## config.mk

```make
export PLATFORM = sky130hd
export DESIGN_NAME = reg_file_p
export DESIGN_NICKNAME = d
export VERILOG_FILES = /design/src/rtl/cpu_pkg.sv /design/src/rtl/reg_file_clr_fsm.sv /design/src/rtl/reg_file_p.sv
export SDC_FILE = /design/constraint.sdc
export NUM_CORES = 1
export LEC_CHECK = 0
export BUFFER_PORTS_ARGS = -buffer_cell sky130_fd_sc_hd__clkbuf_2
export CORE_ASPECT_RATIO = 0.9
export CORE_UTILIZATION = 45
export DETAILED_ROUTE_END_ITERATION = 16
export GPL_TIMING_DRIVEN = 0
export MAX_ROUTING_LAYER = met4
export SLEW_MARGIN = 20
export SYNTH_ARGS = -nofsm -noshare
export SYNTH_HDL_FRONTEND = slang
export SYNTH_SLANG_ARGS = --single-unit
```

## constraint.sdc

```tcl
create_clock -name clk -period 7.4 [get_ports clk]
set_clock_uncertainty 0.2 [all_clocks]
set_input_delay 0.37 -clock clk [delete_from_list [all_inputs] [get_ports clk]]
set_output_delay 0.37 -clock clk [all_outputs]
set_load 0.05 [all_outputs]
```

## src/rtl/cpu_pkg.sv

```systemverilog
// cpu_pkg
// Shared CPU datapath definitions used by the register file and its
// clear sequencer.
//   DATA_W_DEF  : default register data width
//   ADDR_W_DEF  : default register address width (16 entries)
//   clr_state_t : clear FSM state encoding (CLR_CLEAR, CLR_RUN)
package cpu_pkg;

    localparam int DATA_W_DEF = 8;
    localparam int ADDR_W_DEF = 4;

    typedef enum logic {
        CLR_CLEAR = 1'b0,
        CLR_RUN   = 1'b1
    } clr_state_t;

endpackage : cpu_pkg

```

## src/rtl/reg_file_clr_fsm.sv

```systemverilog
// reg_file_clr_fsm
// Sequencer that walks every register entry and writes zero into it,
// after reset and whenever a clear is requested while running.
// Ports:
//   clk       in   system clock, rising edge
//   rst_n     in   asynchronous active-low reset
//   clr_req   in   single-cycle request to (re)start the clear sequence
//   clr_busy  out  clear sequence in progress (registered)
//   clr_done  out  one-cycle pulse when the last entry has been cleared
//   clr_we    out  clear-write strobe for the storage array
//   clr_addr  out  entry being cleared this cycle
module reg_file_clr_fsm
    import cpu_pkg::*;
#(
    parameter int ADDR_W = ADDR_W_DEF
) (
    input  logic              clk,
    input  logic              rst_n,
    input  logic              clr_req,
    output logic              clr_busy,
    output logic              clr_done,
    output logic              clr_we,
    output logic [ADDR_W-1:0] clr_addr
);

    localparam logic [ADDR_W-1:0] LAST_PTR = '1;

    clr_state_t        state;
    logic [ADDR_W-1:0] clr_ptr;

    always_ff @(posedge clk or negedge rst_n) begin
        if (!rst_n) begin
            state    <= CLR_CLEAR;
            clr_ptr  <= '0;
            clr_busy <= 1'b1;
            clr_done <= 1'b0;
        end else begin
            clr_done <= 1'b0;
            case (state)
                CLR_CLEAR: begin
                    // A new request restarts the walk from entry 0, even
                    // if the current walk was about to finish.
                    if (clr_req) begin
                        clr_ptr <= '0;
                    end else if (clr_ptr == LAST_PTR) begin
                        state    <= CLR_RUN;
                        clr_ptr  <= '0;
                        clr_busy <= 1'b0;
                        clr_done <= 1'b1;
                    end else begin
                        clr_ptr <= clr_ptr + ADDR_W'(1);
                    end
                end
                CLR_RUN: begin
                    if (clr_req) begin
                        state    <= CLR_CLEAR;
                        clr_ptr  <= '0;
                        clr_busy <= 1'b1;
                    end
                end
                default: begin
                    state    <= CLR_CLEAR;
                    clr_ptr  <= '0;
                    clr_busy <= 1'b1;
                end
            endcase
        end
    end

    assign clr_we   = (state == CLR_CLEAR);
    assign clr_addr = clr_ptr;

endmodule : reg_file_clr_fsm

```

## src/rtl/reg_file_p.sv

```systemverilog
// reg_file_p
// Parametrised CPU register file: one write port, NUM_RD combinational
// read ports, optional hardwired zero register, optional write-to-read
// bypass, a sequential clear engine and a per-entry "written" scoreboard.
// Ports:
//   clk        in   system clock, rising edge
//   rst_n      in   asynchronous active-low reset
//   ra         in   packed read addresses, port i at [i*ADDR_W +: ADDR_W]
//   read_data  out  packed read data, port i at [i*DATA_W +: DATA_W]
//   wa         in   write address
//   wd         in   write data
//   we         in   write enable
//   cpu_paused in   suppresses writes while high
//   clr_req    in   request to re-run the clear sequence
//   clr_busy   out  clear sequence in progress
//   clr_done   out  one-cycle pulse when the clear sequence completes
//   written    out  bit k set when entry k has been written since last clear
module reg_file_p
    import cpu_pkg::*;
#(
    parameter int DATA_W   = DATA_W_DEF,
    parameter int ADDR_W   = ADDR_W_DEF,
    parameter int NUM_RD   = 2,
    parameter int ZERO_REG = 1,
    parameter int BYPASS   = 1
) (
    input  logic                     clk,
    input  logic                     rst_n,
    input  logic [NUM_RD*ADDR_W-1:0] ra,
    output logic [NUM_RD*DATA_W-1:0] read_data,
    input  logic [ADDR_W-1:0]        wa,
    input  logic [DATA_W-1:0]        wd,
    input  logic                     we,
    input  logic                     cpu_paused,
    input  logic                     clr_req,
    output logic                     clr_busy,
    output logic                     clr_done,
    output logic [(1<<ADDR_W)-1:0]   written
);

    localparam int DEPTH = 1 << ADDR_W;

    logic [DATA_W-1:0] mem [DEPTH];
    logic              clr_we;
    logic [ADDR_W-1:0] clr_addr;
    logic              wr_commit;

    reg_file_clr_fsm #(
        .ADDR_W (ADDR_W)
    ) u_clr_fsm (
        .clk      (clk),
        .rst_n    (rst_n),
        .clr_req  (clr_req),
        .clr_busy (clr_busy),
        .clr_done (clr_done),
        .clr_we   (clr_we),
        .clr_addr (clr_addr)
    );

    // A clear request in RUN wins over a write in the same cycle, so it
    // also blocks the bypass path; writes during CLEAR are simply dropped.
    assign wr_commit = !clr_busy && !clr_req && we && !cpu_paused &&
                       !((ZERO_REG != 0) && (wa == '0));

    // Storage is deliberately not reset: the clear engine zeroes it after
    // every reset before any read can observe it.
    always_ff @(posedge clk) begin
        if (clr_we) begin
            mem[clr_addr] <= '0;
        end else if (wr_commit) begin
            mem[wa] <= wd;
        end
    end

    always_ff @(posedge clk or negedge rst_n) begin
        if (!rst_n) begin
            written <= '0;
        end else if (clr_busy || clr_req) begin
            written <= '0;
        end else if (wr_commit) begin
            written[wa] <= 1'b1;
        end
    end

    for (genvar g = 0; g < NUM_RD; g++) begin : g_rd
        logic [ADDR_W-1:0] ra_g;
        logic [DATA_W-1:0] rd_g;

        assign ra_g = ra[g*ADDR_W +: ADDR_W];

        always_comb begin
            rd_g = mem[ra_g];
            if (clr_busy) begin
                rd_g = '0;
            end else if ((ZERO_REG != 0) && (ra_g == '0)) begin
                rd_g = '0;
            end else if ((BYPASS != 0) && wr_commit && (wa == ra_g)) begin
                rd_g = wd;
            end
        end

        assign read_data[g*DATA_W +: DATA_W] = rd_g;
    end

endmodule : reg_file_p

```

==> results_dict.tcl <==
set metrics [dict create \
    cellLeakagePower_nw 3.32 \
    post_synth_instance_area_um2 7380 \
    routabilityCongestion 0.823 \
    detail_route.drc_violations 0 \
    die_h_um 123 \
    critPathArrivalTime_ns 3.95 \
    tritonroute_pass_1_iters 5 \
    cts_num_sinks 151 \
    crit_fanout 10 \
    fraction_of_post_synthesis_cell_area_in_the_top_cell_type_by_area 0.521 \
    critPathKind "primary input to flop" \
    track_usage 0.252 \
    syn_area_per_cell_um2 16.7 \
    cpLargestDelayFamily "simple AND/OR/NAND/NOR gates" \
    vias_post_dr 4595 \
    cellPowerDensity_nw_per_um2 227 \
    synthCells 443 \
    nNetsFinal 562 \
    cell_total_after_placement 722 \
    number_of_distinct_library_cells_after_synthesis 40 \
    final_util 0.547 \
    finalSetupViolations 0 \
    critical-path-slowest-cell "sky130_fd_sc_hd__nor4b_2" \
    cpMostUsedCell "sky130_fd_sc_hd__buf_2" \
    worst_hold_path_type "primary input to flop" \
    ys_ff_latch 151 \
    clkSlewWorstSetupHoldPaths_ns 0.06 \
    die_area_um2 16900 \
    tritoncts "yes" \
    final.min_clock_period_ns 4.04 \
    fin_crit_sh 0.547 \
    async_reset_ff_frac 0.152 \
    seq_area_frac_synth 0.599 \
    comb_power_share 0.105 \
    timing.critical_path.cells "dlygate4sd3_1 > buf_6 > or4b_1 > buf_2 > nor3_4 > mux2i_1 > nor4b_2 > buf_2" \
    worstMarginPinSlew_ns 1.02 \
    grt_pass1_vias 4753 \
    clkPwrFrac 0.425 \
    worst_ep_required_time_ns 7.31 \
    switching_share 0.237 \
    internal-power_w 0.00153 \
    maxCapViolations 0 \
    regToRegSetupSlack_ns 3.59 \
    worstSkewPairLatency_ns 0.42 \
    cts.repair_timing.setup_buffer_count 0 \
    number_of_antenna_violating_nets_in_the_routed_design 0 \
    endpoint_kind "flop" \
    antenna_fix_cells 0 \
    grt_pass1_wl_um 28700 \
    slowest_delay_ns 0.83 \
    synth_top_cells_by_area "sky130_fd_sc_hd__edfxtp_1, sky130_fd_sc_hd__mux4_2, sky130_fd_sc_hd__dfrtp_1" \
    cp_num_buf_inv 4 \
    avgRoutedWirePerCell_um 25.2 \
    rsz0062_at_grt "false" \
    placement.io_buffers 50 \
    power_switching_w 0.000473 \
    cts_buffer_depth 2 \
    post-synth-top-area-cell "sky130_fd_sc_hd__edfxtp_1" \
    post_route_cells_drive_above_1_share 0.404 \
    seqCellArea_um2 4420 \
    fmax_mhz 247 \
    setup-tns-final_ns 0 \
    floorplan.rows 44 \
    syn_nets 469 \
    synthToLayoutAreaGrowth_pct 19.1 \
    run_status "finished, final reports clean" \
    ir_worst_vdd_mv 0.147 \
    number_of_antenna_violations_at_the_first_check_in_global_routing 0 \
    synth-edff-count 128 \
    htree_levels 4 \
    clock_tree.root_cell "sky130_fd_sc_hd__clkbuf_16" \
    floorplan.io_pins 59 \
    relSlewSlack 0.304 \
    via_per_inst 6.08 \
    share_seq_of_total_power 0.470 \
    dominantRegCellSynth "sky130_fd_sc_hd__edfxtp_1" \
    drt-initial-drc-count 382 \
    multi_input_area_um2 2900 \
    grt_max_degree 24 \
    report.final.hold_viol_count 0 \
    die_w_um 137 \
    instances_no_fill 756 \
    total_wire_length_after_detailed_routing_um 19000 \
    synth_warnings 0 \
    hpwlAfterDp_um 13600 \
    n_fill_cell 1311 \
    grt_overflow 0 \
    cts_made_buffers 17 \
    cp-start-kind "primary input" \
    count_of_final_max_slew_check_failures 0 \
    fp.coreArea_um2 16100 \
    initial_core_util 0.459 \
]
[worst reg2reg max path, cell delays in order, from the launching register on]
cell and delay (ns):
sky130_fd_sc_hd__dfstp_2 0.42, sky130_fd_sc_hd__or4b_1 0.51, sky130_fd_sc_hd__buf_2 0.20, sky130_fd_sc_hd__nor3_4 0.31, sky130_fd_sc_hd__mux2i_1 0.70, sky130_fd_sc_hd__nor4b_2 0.83, sky130_fd_sc_hd__buf_2 0.35
[synthesized netlist by cell type (2+ instances only)]
master and instances:
sky130_fd_sc_hd__buf_1 2, sky130_fd_sc_hd__xnor2_1 5, sky130_fd_sc_hd__mux4_2 64, sky130_fd_sc_hd__mux2_2 17, sky130_fd_sc_hd__nand2_1 4, sky130_fd_sc_hd__xor2_1 4
sky130_fd_sc_hd__clkbuf_1 24, sky130_fd_sc_hd__a31oi_1 9, sky130_fd_sc_hd__nor4b_1 4, sky130_fd_sc_hd__nor4_1 8, sky130_fd_sc_hd__nor2_1 25, sky130_fd_sc_hd__nor2b_1 3
sky130_fd_sc_hd__dfrtp_1 22, sky130_fd_sc_hd__o22ai_1 16, sky130_fd_sc_hd__or2_1 2, sky130_fd_sc_hd__mux2i_1 37, sky130_fd_sc_hd__edfxtp_1 128, sky130_fd_sc_hd__a21oi_1 9
sky130_fd_sc_hd__a41oi_1 2, sky130_fd_sc_hd__buf_2 8, sky130_fd_sc_hd__nor3_1 21, sky130_fd_sc_hd__inv_1 11
[through the flow]
stage	hold slack [ns]	instance area, um2	setup WS (ns)	total power (W)
CTS	0.211	8790	3.45	0.00201
global route	0.245	8790	3.25	0.00206
global placement	0.179	7890	2.70	0.00115
finish	0.222	8790	3.36	0.00200
detailed placement	0.180	8170	3.58	0.00116
floorplan	-0.126	7380	3.93	0.00110
[cell type report]
cell class	instances	area share
Buffer	35	0.0169
Clock buffer	24	0.0621
Clock inverter	8	0.00598
Inverter	11	0.00470
Multi-Input combinational cell	246	0.330
Sequential cell	151	0.503
Tap cell	207	0.0295
Timing Repair Buffer	74	0.0478
[registers in the layout, indices dropped and copies added, names as in the netlist]
signal	count
mem	128
written	16
u_clr_fsm.clr_addr	4
u_clr_fsm.clr_busy	1
u_clr_fsm.clr_done	1
u_clr_fsm.state	1
[per-layer routing]
layer,vias to the layer above,share of wire,global-route usage
met3,23,0.067,0.0484
met5,-,0,-
met4,0,0.017,0.0879
met2,204,0.49,0.395
li1,2004,-,-
met1,2364,0.42,0.330
[kinds of logic after synthesis]
| group | after synthesis | synth area share |
|---|---|---|
| adders and majority gates | 1 | 0.00170 |
| muxes | 119 | 0.273 |
| DFF | 151 | 0.599 |
| buffers and inverters | 46 | 0.0258 |
| xor gates and xnor gates | 9 | 0.0107 |
| and+or+nand+nor | 75 | 0.0534 |
| AOI/OAI and AO/OA | 42 | 0.0365 |
[cells in the final DEF, fill, tap and decap left out, types with 2 or more instances in the layout]
master	Yosys	routed
sky130_fd_sc_hd__dfrtp_1	22	22
sky130_fd_sc_hd__or2_1	2	2
sky130_fd_sc_hd__mux2i_1	37	37
sky130_fd_sc_hd__a21oi_1	9	9
sky130_fd_sc_hd__inv_4	0	4
sky130_fd_sc_hd__dlygate4sd3_1	0	2
sky130_fd_sc_hd__nor4_1	8	4
sky130_fd_sc_hd__clkbuf_2	0	50
sky130_fd_sc_hd__nor4_2	0	4
sky130_fd_sc_hd__buf_2	8	14
sky130_fd_sc_hd__o22ai_1	16	16
sky130_fd_sc_hd__a31oi_1	9	9
sky130_fd_sc_hd__clkbuf_8	0	3
sky130_fd_sc_hd__nor4b_2	0	4
sky130_fd_sc_hd__edfxtp_1	128	128
sky130_fd_sc_hd__nor2b_1	3	3
sky130_fd_sc_hd__clkbuf_16	0	20
sky130_fd_sc_hd__nor3_1	21	5
sky130_fd_sc_hd__xor2_1	4	4
sky130_fd_sc_hd__buf_1	2	2
sky130_fd_sc_hd__inv_1	11	11
sky130_fd_sc_hd__mux2_2	17	17
sky130_fd_sc_hd__clkbuf_1	24	25
sky130_fd_sc_hd__a41oi_1	2	2
sky130_fd_sc_hd__xnor2_1	5	5
sky130_fd_sc_hd__clkinv_2	0	2
sky130_fd_sc_hd__nor2_1	25	25
sky130_fd_sc_hd__mux4_2	64	64
sky130_fd_sc_hd__buf_4	0	16
sky130_fd_sc_hd__nor3_2	0	16
sky130_fd_sc_hd__nand2_1	4	4
[final timing paths]
kind	from	end	cells past startpoint
hold reg to reg	written[0]	written[0]	1
setup / recovery	clr_req	mem[14][2]	8
setup reg to reg	u_clr_fsm.clr_busy	mem[14][2]	6
max in group asynchronous	rst_n	u_clr_fsm.clr_busy	2
hold / removal	wd[2]	mem[7][2]	3
min in group asynchronous	rst_n	written[7]	2
[what timing repair did]
action,CTS,global route
resized for setup,0,0
hold buffers,2,0
endpoints found under the setup margin,0,0
hold endpoints to repair,28,0
[power groups by stage]
stage               clock [W]  combinational (W)  sequential [W]
floorplan                   0           0.000140        0.000956
global route         0.000892           0.000222        0.000941
finish               0.000850           0.000210        0.000939
CTS                  0.000859           0.000210        0.000939
global placement            0           0.000197        0.000956
detailed placement          0           0.000208        0.000957
Note: power is estimated with default switching activity, not from simulation.
